==> src/rtl/bound_flasher_monitor.sv <==
// bound_flasher_monitor: observes the bound-flasher LED bus, decodes the
// thermometer pattern into a lit-LED level, follows the three-ramp cycle,
// pulses on kickbacks and completed cycles, and keeps sticky error flags.
module bound_flasher_monitor #(
  parameter int unsigned CNT_W = 8
) (
  input  logic             clk,
  input  logic             rst_n,
  input  logic [15:0]      led_in,
  input  logic             led_valid,
  input  logic             clear_err,
  output logic [4:0]       level,
  output logic [2:0]       phase,
  output logic             kickback,
  output logic             cycle_done,
  output logic [CNT_W-1:0] cycle_count,
  output logic             therm_err,
  output logic             step_err,
  output logic             seq_err
);

  typedef enum logic [2:0] {
    IDLE   = 3'd0,
    UP_A   = 3'd1,
    DN_A   = 3'd2,
    UP_B   = 3'd3,
    DN_B   = 3'd4,
    UP_C   = 3'd5,
    DN_C   = 3'd6,
    RESYNC = 3'd7
  } phase_t;

  phase_t           state_q, state_d;
  logic [4:0]       level_q, level_d, k;
  logic [CNT_W-1:0] cnt_q;
  logic             kick_q, done_q, therm_q, step_q, seq_q;
  logic             kick_d, done_d, therm_set, step_set, seq_set, cnt_inc;
  logic             therm_ok, up, down, hold, seq_bad;

  // Popcount of the bus; only meaningful when the pattern is a thermometer code
  always_comb begin
    k = '0;
    for (int unsigned i = 0; i < 16; i++) k = k + 5'(led_in[i]);
  end

  // 2^k-1 has no bit in common with its successor
  assign therm_ok = (led_in & (led_in + 16'd1)) == '0;
  assign up       = (k == level_q + 5'd1);
  assign down     = (level_q != '0) && (k == level_q - 5'd1);
  assign hold     = (k == level_q);

  // Next-state, level, pulse and error-set decision for the current sample
  always_comb begin
    state_d   = state_q;
    level_d   = level_q;
    kick_d    = 1'b0;
    done_d    = 1'b0;
    therm_set = 1'b0;
    step_set  = 1'b0;
    seq_set   = 1'b0;
    cnt_inc   = 1'b0;
    seq_bad   = 1'b0;
    if (led_valid) begin
      if (state_q == RESYNC) begin
        // Errors are muted here; only a legal level-0 sample re-arms tracking
        if (therm_ok) begin
          level_d = k;
          if (k == '0) state_d = IDLE;
        end
      end else if (!therm_ok) begin
        therm_set = 1'b1;
        state_d   = RESYNC;
      end else if (!(up || down || hold)) begin
        step_set = 1'b1;
        level_d  = k;
        state_d  = RESYNC;
      end else begin
        level_d = k;
        if (!hold) begin
          case (state_q)
            IDLE: begin
              if (up) state_d = UP_A;
              else    seq_bad = 1'b1;
            end
            UP_A: begin
              if (up && level_q < 5'd6)          state_d = UP_A;
              else if (down && level_q == 5'd6)  state_d = DN_A;
              else                               seq_bad = 1'b1;
            end
            DN_A: begin
              if (down)                          state_d = DN_A;
              else if (up && level_q == 5'd0)    state_d = UP_B;
              else                               seq_bad = 1'b1;
            end
            UP_B: begin
              if (up && level_q < 5'd11)         state_d = UP_B;
              else if (down && level_q == 5'd6) begin
                state_d = DN_A;
                kick_d  = 1'b1;
              end
              else if (down && level_q == 5'd11) state_d = DN_B;
              else                               seq_bad = 1'b1;
            end
            DN_B: begin
              if (down && level_q > 5'd5)        state_d = DN_B;
              else if (up && level_q == 5'd5)    state_d = UP_C;
              else if (down && level_q == 5'd5) begin
                state_d = DN_A;
                kick_d  = 1'b1;
              end
              else                               seq_bad = 1'b1;
            end
            UP_C: begin
              if (up && level_q < 5'd16)         state_d = UP_C;
              else if (down && level_q == 5'd16) state_d = DN_C;
              else if (down && (level_q == 5'd6 || level_q == 5'd11)) begin
                state_d = DN_B;
                kick_d  = 1'b1;
              end
              else                               seq_bad = 1'b1;
            end
            DN_C: begin
              if (down && level_q == 5'd1) begin
                state_d = IDLE;
                done_d  = 1'b1;
                cnt_inc = 1'b1;
              end
              else if (down)                     state_d = DN_C;
              else                               seq_bad = 1'b1;
            end
            default: seq_bad = 1'b0;
          endcase
          if (seq_bad) begin
            seq_set = 1'b1;
            state_d = RESYNC;
          end
        end
      end
    end
  end

  // State, level, pulses, saturating counter and sticky flags
  always_ff @(posedge clk) begin
    if (!rst_n) begin
      state_q <= IDLE;
      level_q <= '0;
      kick_q  <= 1'b0;
      done_q  <= 1'b0;
      cnt_q   <= '0;
      therm_q <= 1'b0;
      step_q  <= 1'b0;
      seq_q   <= 1'b0;
    end else begin
      state_q <= state_d;
      level_q <= level_d;
      kick_q  <= kick_d;
      done_q  <= done_d;
      if (cnt_inc && cnt_q != '1) cnt_q <= cnt_q + CNT_W'(1);
      // A fresh error wins over a simultaneous clear
      therm_q <= (therm_q & ~clear_err) | therm_set;
      step_q  <= (step_q  & ~clear_err) | step_set;
      seq_q   <= (seq_q   & ~clear_err) | seq_set;
    end
  end

  assign level       = level_q;
  assign phase       = state_q;
  assign kickback    = kick_q;
  assign cycle_done  = done_q;
  assign cycle_count = cnt_q;
  assign therm_err   = therm_q;
  assign step_err    = step_q;
  assign seq_err     = seq_q;

endmodule

==> config.mk <==
export PLATFORM = sky130hd
export DESIGN_NAME = bound_flasher_monitor
export DESIGN_NICKNAME = d
export VERILOG_FILES = /design/src/rtl/bound_flasher_monitor.sv
export SDC_FILE = /design/constraint.sdc
export NUM_CORES = 1
export LEC_CHECK = 0
export ABC_AREA = 1
export CELL_PAD_IN_SITES_DETAIL_PLACEMENT = 1
export CELL_PAD_IN_SITES_GLOBAL_PLACEMENT = 1
export CORE_UTILIZATION = 30
export CTS_BUF_LIST = sky130_fd_sc_hd__clkbuf_16
export DETAILED_ROUTE_END_ITERATION = 8
export PLACE_DENSITY = 0.7
export SLEW_MARGIN = 10
export SYNTH_ARGS = -nofsm -noshare
export SYNTH_HDL_FRONTEND = slang
export SYNTH_SLANG_ARGS = --single-unit
==> constraint.sdc <==
create_clock -name clk -period 10.35 [get_ports clk]
set_input_delay 1.5525 -clock clk [delete_from_list [all_inputs] [get_ports clk]]
set_output_delay 1.5525 -clock clk [all_outputs]
set_load 0.03 [all_outputs]
[Word level (Yosys, flattened, before mapping)]
Cells that the tools add are included.
Storage, ports and cells
  register bits after elaboration: 21
  input bits: 20
  output and inout port bits: 21
  logic and storage cells: 170
Cells by class
  $add $sub $neg: 19
  order comparisons: 4
  equality and inequality tests: 27
  mux-type cells: 75
  bitwise operators: 12
  reduce and logical (&&, ||, !) cells: 25
Operator list (number)
  3-bit two-way mux: 23
  5-bit by 1-bit adder with 5-bit output: 11
  1-bit two-way mux: 49
  8-bit != test, second input constant: 4
  7-bit != test, second input constant: 3
  3-bit case mux with 7 select lines: 1
  16-bit by 1-bit adder with 16-bit output, second input constant: 1
  16-bit bitwise AND: 1
  16-bit logical NOT: 1
  5-bit == test: 3
  1-bit logical AND: 14
  3-bit == test, second input constant: 4
  12-bit AND reduction: 1
  11-bit by 3-bit != test with 1-bit output, second input constant: 1
  5-bit by 3-bit == test with 1-bit output, second input constant: 2
  5-bit logical NOT: 2
  8-bit by 1-bit adder with 8-bit output, second input constant: 1
  1-bit case mux with 7 select lines: 1
  3-bit by 2-bit == test with 1-bit output, second input constant: 2
  6-bit != test, second input constant: 1
  6-bit OR reduction: 1
  4-bit by 1-bit adder with 5-bit output: 1
  5-bit by 1-bit adder with 5-bit output, second input constant: 1
  5-bit by 1-bit == test with 1-bit output, second input constant: 1
  other kinds (22): 32

[Logic depth before layout (Yosys ltp)]
  depth in word-level cells: 34
  gate-level depth with buffers: 26
  depth with buffers taken out: 25

[Worst setup path after synthesis]
No wires, ideal clock.
  kind: input to register
  start point: input port led_in[5]
  end point: register state_q[1] (netlist: phase[1])
  setup time: 132 ps
  data arrival time: 5654 ps
  required time: 10218 ps
  path slack: 4564 ps
  stages: 25
  buffers on the path: 1
  cell sequence: inv_1 > fa_1 > inv_1 > fa_1 > fa_1 > inv_1 > fa_1 > inv_1 > ha_1 > fa_1 > inv_1 > nand2_1 > nand2_1 > nand2_1 > a21oi_1 > nand2_2 > nor2_4 > buf_4 > o21ai_0 > nand3_1 > nand3_1 > nor2_2 > nand3_1 > nand2_1 > a21oi_1
Between the ends
  longest elaborated chain between the ends: 28
  elaborated cells on any way between the ends: 82
  classes of those cells: 12 x add/sub; 14 x eq/ne; 37 x mux; 1 x bitwise; 18 x reduce/logical
Ends and longest elaborated chain
  from (decl): line 9  | input logic [15:0] led_in,
  5-bit by 1-bit adder with 5-bit output * (11 in a row): line 43  | for (int unsigned i = 0; i < 16; i++) k = k + 5'(led_in[i]);
  via k[1]: line 34  | logic [4:0] level_q, level_d, k;
  5-bit == test: line 49  | assign down = (level_q != '0) && (k == level_q - 5'd1);
  1-bit logical AND: line 49
  1-bit logical AND (on tied branches): line 116, 101, 107
  1-bit two-way mux (on tied branches): line 116, 101, 107
  1-bit two-way mux (on tied branches): line 115, 106, 97
  1-bit two-way mux (on tied branches): line 114, 105, 96
  [3 not listed]
  1-bit two-way mux: line 70  | end else if (!therm_ok) begin
  1-bit two-way mux: line 64  | if (state_q == RESYNC) begin
  1-bit two-way mux: line 63  | if (led_valid) begin
  3-bit two-way mux: line 133  | if (seq_bad) begin
  3-bit two-way mux: line 79  | if (!hold) begin
  3-bit two-way mux: line 73  | end else if (!(up || down || hold)) begin
  3-bit two-way mux: line 70
  3-bit two-way mux: line 64
  to (signal assigned): line 154  | state_q <= state_d;
  to (decl): line 33  | phase_t state_q, state_d;
The timed path passes the listed nets; every way through them passes the cells marked *. The select of a mux whose other input is x is not followed.
A chain may end at the register's enable or synchronous reset.

[Final worst setup path]
  start point: input port led_in[5]
  end point: register state_q[1] (netlist: phase[1])
Between the ends
  longest elaborated chain between the ends: 28
  elaborated cells on any way between the ends: 82
  classes of those cells: 12 x add/sub; 14 x eq/ne; 37 x mux; 1 x bitwise; 18 x reduce/logical
Ends and longest elaborated chain
  5-bit by 1-bit adder with 5-bit output (11 in a row): line 43
  5-bit == test: line 49
  1-bit logical AND: line 49
  1-bit logical AND (on tied branches): line 116, 101, 107
  1-bit two-way mux (on tied branches): line 116, 101, 107
  1-bit two-way mux (on tied branches): line 115, 106, 97
  1-bit two-way mux (on tied branches): line 114, 105, 96
  1-bit case mux with 7 select lines: line 80  | case (state_q)
  [2 not listed]
  1-bit two-way mux: line 70
  1-bit two-way mux: line 64
  1-bit two-way mux: line 63
  3-bit two-way mux: line 133
  3-bit two-way mux: line 79
  3-bit two-way mux: line 73
  3-bit two-way mux: line 70
  3-bit two-way mux: line 64
Several ways; a longest one is shown, not always the timed one. The select of a mux whose other input is x is not followed.

==> flow_results.org <==
** Run status
- Status :: finished, final reports clean

** Worst setup path
- FF-to-FF setup slack :: 7.60 ns
- STA classifies the critical path endpoint as a flip-flop.
- Class of the most critical setup path :: in -> reg
- Slowest cell on the critical path :: fa_1
- Slowest stage delay, CP :: 0.54 ns
- CP arrival :: 6.59 ns
- STA classifies the critical path startpoint as an input pin.
- Counting cells, the worst reg-to-reg path comes to 16.
- Critical R2R Capture :: phase[1]
- Largest driver fanout on the critical path :: 14
- Origin of the critical flop-to-flop path :: level[0]
- In this design, the critical path's most frequently occurring cell is nand2_1.
- STA puts the critical path data required time at 10.47 ns.

** Logic synthesis
- Sequential cells were found to cover 17.71% of the synthesized design area.
- Number of distinct library cells after synthesis :: 35
- Synth Flop Type :: dfxtp_1
- For this run, asynchronously set or reset flops after synthesis account for 0%.
- Number of synthesized flops with an enable pin :: 0
- Each instance of the synthesized netlist takes up on average 6.040 µm².
- Netlist Area Pre-Place :: 2374 µm²
- In the synthesized netlist, the number of instances is 393.
- Counting flops and latches in the post-synthesis netlist gives 21.
- During synthesis, Yosys emitted a total of 0 warnings.
- Synth Net Count :: 435

** STA
- Of the available clock period, the critical path in the final layout requires 62.52%.
- Setup total negative slack :: 0 ns
- Static timing analysis puts the maximum clock frequency at 154.5 MHz.
- Unrepaired setup endpoints after global routing :: false
- Fin Clk Skew :: 0.002140 ns
- For the pin with the worst max-slew slack, the measured transition is 0.5958 ns.
- Slew HR :: 60.23%
- Setup violations remaining at the end of the flow were counted as 0.
- The final count of hold timing violations came to 0.
- Shortest clock period the worst path allows after layout :: 6.471 ns
- Final Max Tran Viols :: 0

** Placed design
- Sum of net half-perimeters after detailed placement :: 6144 µm
- Number of buffer cells added on primary ports :: 40
- At the end of routability-driven placement, the weighted congestion stood at 0.8813.

** Global route
- Aggregate global routing overflow :: 0
- Pin count of the biggest net entering global routing :: 17
- The initial antenna violation count is 0.
- Global-route wire length before repair :: 12850 µm
- The number of global-route vias before repair was 2735.
- In the global route stage, overall resource usage came out at 19.06%.

** Finish
- Count of nets after finishing :: 475
- Number of antenna repair diodes :: 0
- Layout Utilization :: 38.41%
- Cells with a size suffix above 1 make up 4.630% of the layout.
- Area growth from synthesis to final layout :: 24.41%

** Clock network
- TritonCTS built the clock tree.
- Cts bufs inserted :: 3
- The clock reaches the later pin of the worst-skew pair after 0.26 ns.
- Post-CTS timing repair inserted 0 buffers for setup.
- Root Driver :: clkbuf_16
- CTS built an H-tree with a depth of 1.
- Post-CTS Resized :: 0
- Number of sinks on the clock net :: 21
- Register clock-pin slew on the reported worst setup and hold paths :: 0.06 ns
- Buffers inserted to repair hold after CTS numbered 0.
- Maximum buffer depth of the clock tree :: 2

** Min path
- The worst hold path terminates at therm_err.
- The tightest min-delay check is of the reg -> reg type.
- Number of instances on the worst hold path :: 2
- Launch instance of the worst min-delay path :: therm_err

** Die
- Effective utilization at floorplan :: 30.88%
- The die covers 8272 µm².
- Core area :: 7687 µm²
- Die extent in y :: 90.95 µm
- Number of placement rows :: 32
- 41 I/O pins were placed.
- The floorplan step set the die width to 90.95 µm.

** Drt
- Vias/cell :: 4.927
- Dividing the detail-routed wire length by the instance count gives 13.82 µm.
- After the first detailed-routing iteration, the DRC count stood at 89.
- Number of optimization iterations in the first detailed-route pass :: 4
- Remaining design rule violation count :: 0
- The detail route stage leaves a number of antenna-violating nets equal to 0.
- Detailed-route via count :: 2631
- Final wirelength :: 7378 µm

** Run
- Max-cap violations in this run came to 0.

** Power and ir drop
- Power density cells :: 147.0 nW/µm²
- Max IR drop VDD :: 0.05086 mV
- The analysis attributes to cell leakage a power of 1.412 nW.
[power breakdown]
part / switching, mW / leakage, nW / internal, mW
Combinational: 0.174 / 1.20 / 0.0912
Clock: 0.0328 / 0.0371 / 0.0524
Sequential: 0.00146 / 0.170 / 0.0819
Total: 0.208 / 1.41 / 0.226
[state kept, by name (all words and copies together), names as in the netlist]
name         cells
cycle_count      8
level            5
phase            3
cycle_done       1
kickback         1
seq_err          1
step_err         1
therm_err        1
[metal layers]
metal / part of all wire [%] / vias to the layer above / track usage (%)
li1: - / 1333 / -
met1: 46 / 1248 / 23.59
met2: 50 / 46 / 35.48
met3: 3.7 / 4 / 2.931
met4: 0.52 / 0 / 2.381
met5: 0 / - / 0
[layout make-up]
class / instances / area, µm²
fillers: 1055 / 4735
multi-input cells: 296 / 1655
flip-flops and latches: 21 / 420.4
repair buffers: 40 / 400.4
inverters: 71 / 266.5
well taps: 102 / 127.6
clock buffers: 3 / 75.07
clock inverters: 1 / 7.507
[cell usage in the layout (no fill, tap or decap), types with 6 or more instances in the layout]
cell / instances
a21oi_1: 22
clkdlybuf4s50_1: 40
dfxtp_1: 21
fa_1: 10
ha_1: 12
inv_1: 68
nand2_1: 105
nand3_1: 42
nand4_1: 10
nor2_1: 39
nor3_1: 14
o21ai_0: 9
xor2_1: 6
[kinds of logic after synthesis]
| family | synth area share [%] |
|---|---|
| xor gates and xnor gates | 2.583 |
| adders and majority gates | 14.76 |
| AOI/OAI and AO/OA | 9.911 |
| and+or+nand+nor | 42.49 |
| DFF | 17.71 |
| buffers and inverters | 12.55 |
[worst max-delay path: cells and delay by family]
family / cells / cell delay [ns]
adder cells (fa/ha/maj): 6 / 2.65
AND/OR/NAND/NOR: 13 / 1.59
buffers and inverters: 5 / 0.76
AO/OA/AOI/OAI: 1 / 0.06
[cells in the mapped netlist (2+ instances only)]
cell type  count  area, µm²
inv_2          3      11.26
inv_1         68      255.2
nor2_2         3      18.77
dfxtp_1       21      420.4
nand2_2        3      18.77
a21oi_1       22      110.1
o21ai_0        9      45.04
nor2_4         2      22.52
nor2_1        39      146.4
nand3b_1       2      15.01
nand2_1      105      394.1
nand3_1       42      210.2
nor3_1        14      70.07
nand3_2        2      20.02
clkbuf_1       2      7.510
o22ai_1        3      18.77
fa_1          10      200.2
xor2_1         6      52.55
nand4_1       10      62.56
ha_1          12      150.1
[metrics by stage]
step	hold slack (ns)	power (mW)	setup slack [ns]	instances	instance area, µm²
2_1_floorplan	0.5895	0.2827	4.564	393	2374
3_3_place_gp	0.4752	0.3449	3.686	530	2870
3_5_place_dp	0.4861	0.3513	3.577	530	2870
4_1_cts	0.4950	0.4386	3.850	534	2953
5_1_grt	0.5192	0.4820	3.469	534	2953
6_report	0.4846	0.4340	3.879	534	2953
[worst max-delay path by stage]
stage                     startpoint              to  slack, ns  depth (start not counted)
after global placement     led_in[5]  cycle_count[2]       3.69                         24
final                      led_in[5]        phase[1]       3.88                         25
after CTS                  led_in[5]  cycle_count[4]       3.85                         24
after floorplan            led_in[5]        phase[1]       4.56                         25
after global routing       led_in[5]        phase[1]       3.47                         25
after detailed placement   led_in[5]  cycle_count[4]       3.58                         24
(Power assumes the default switching activity.)
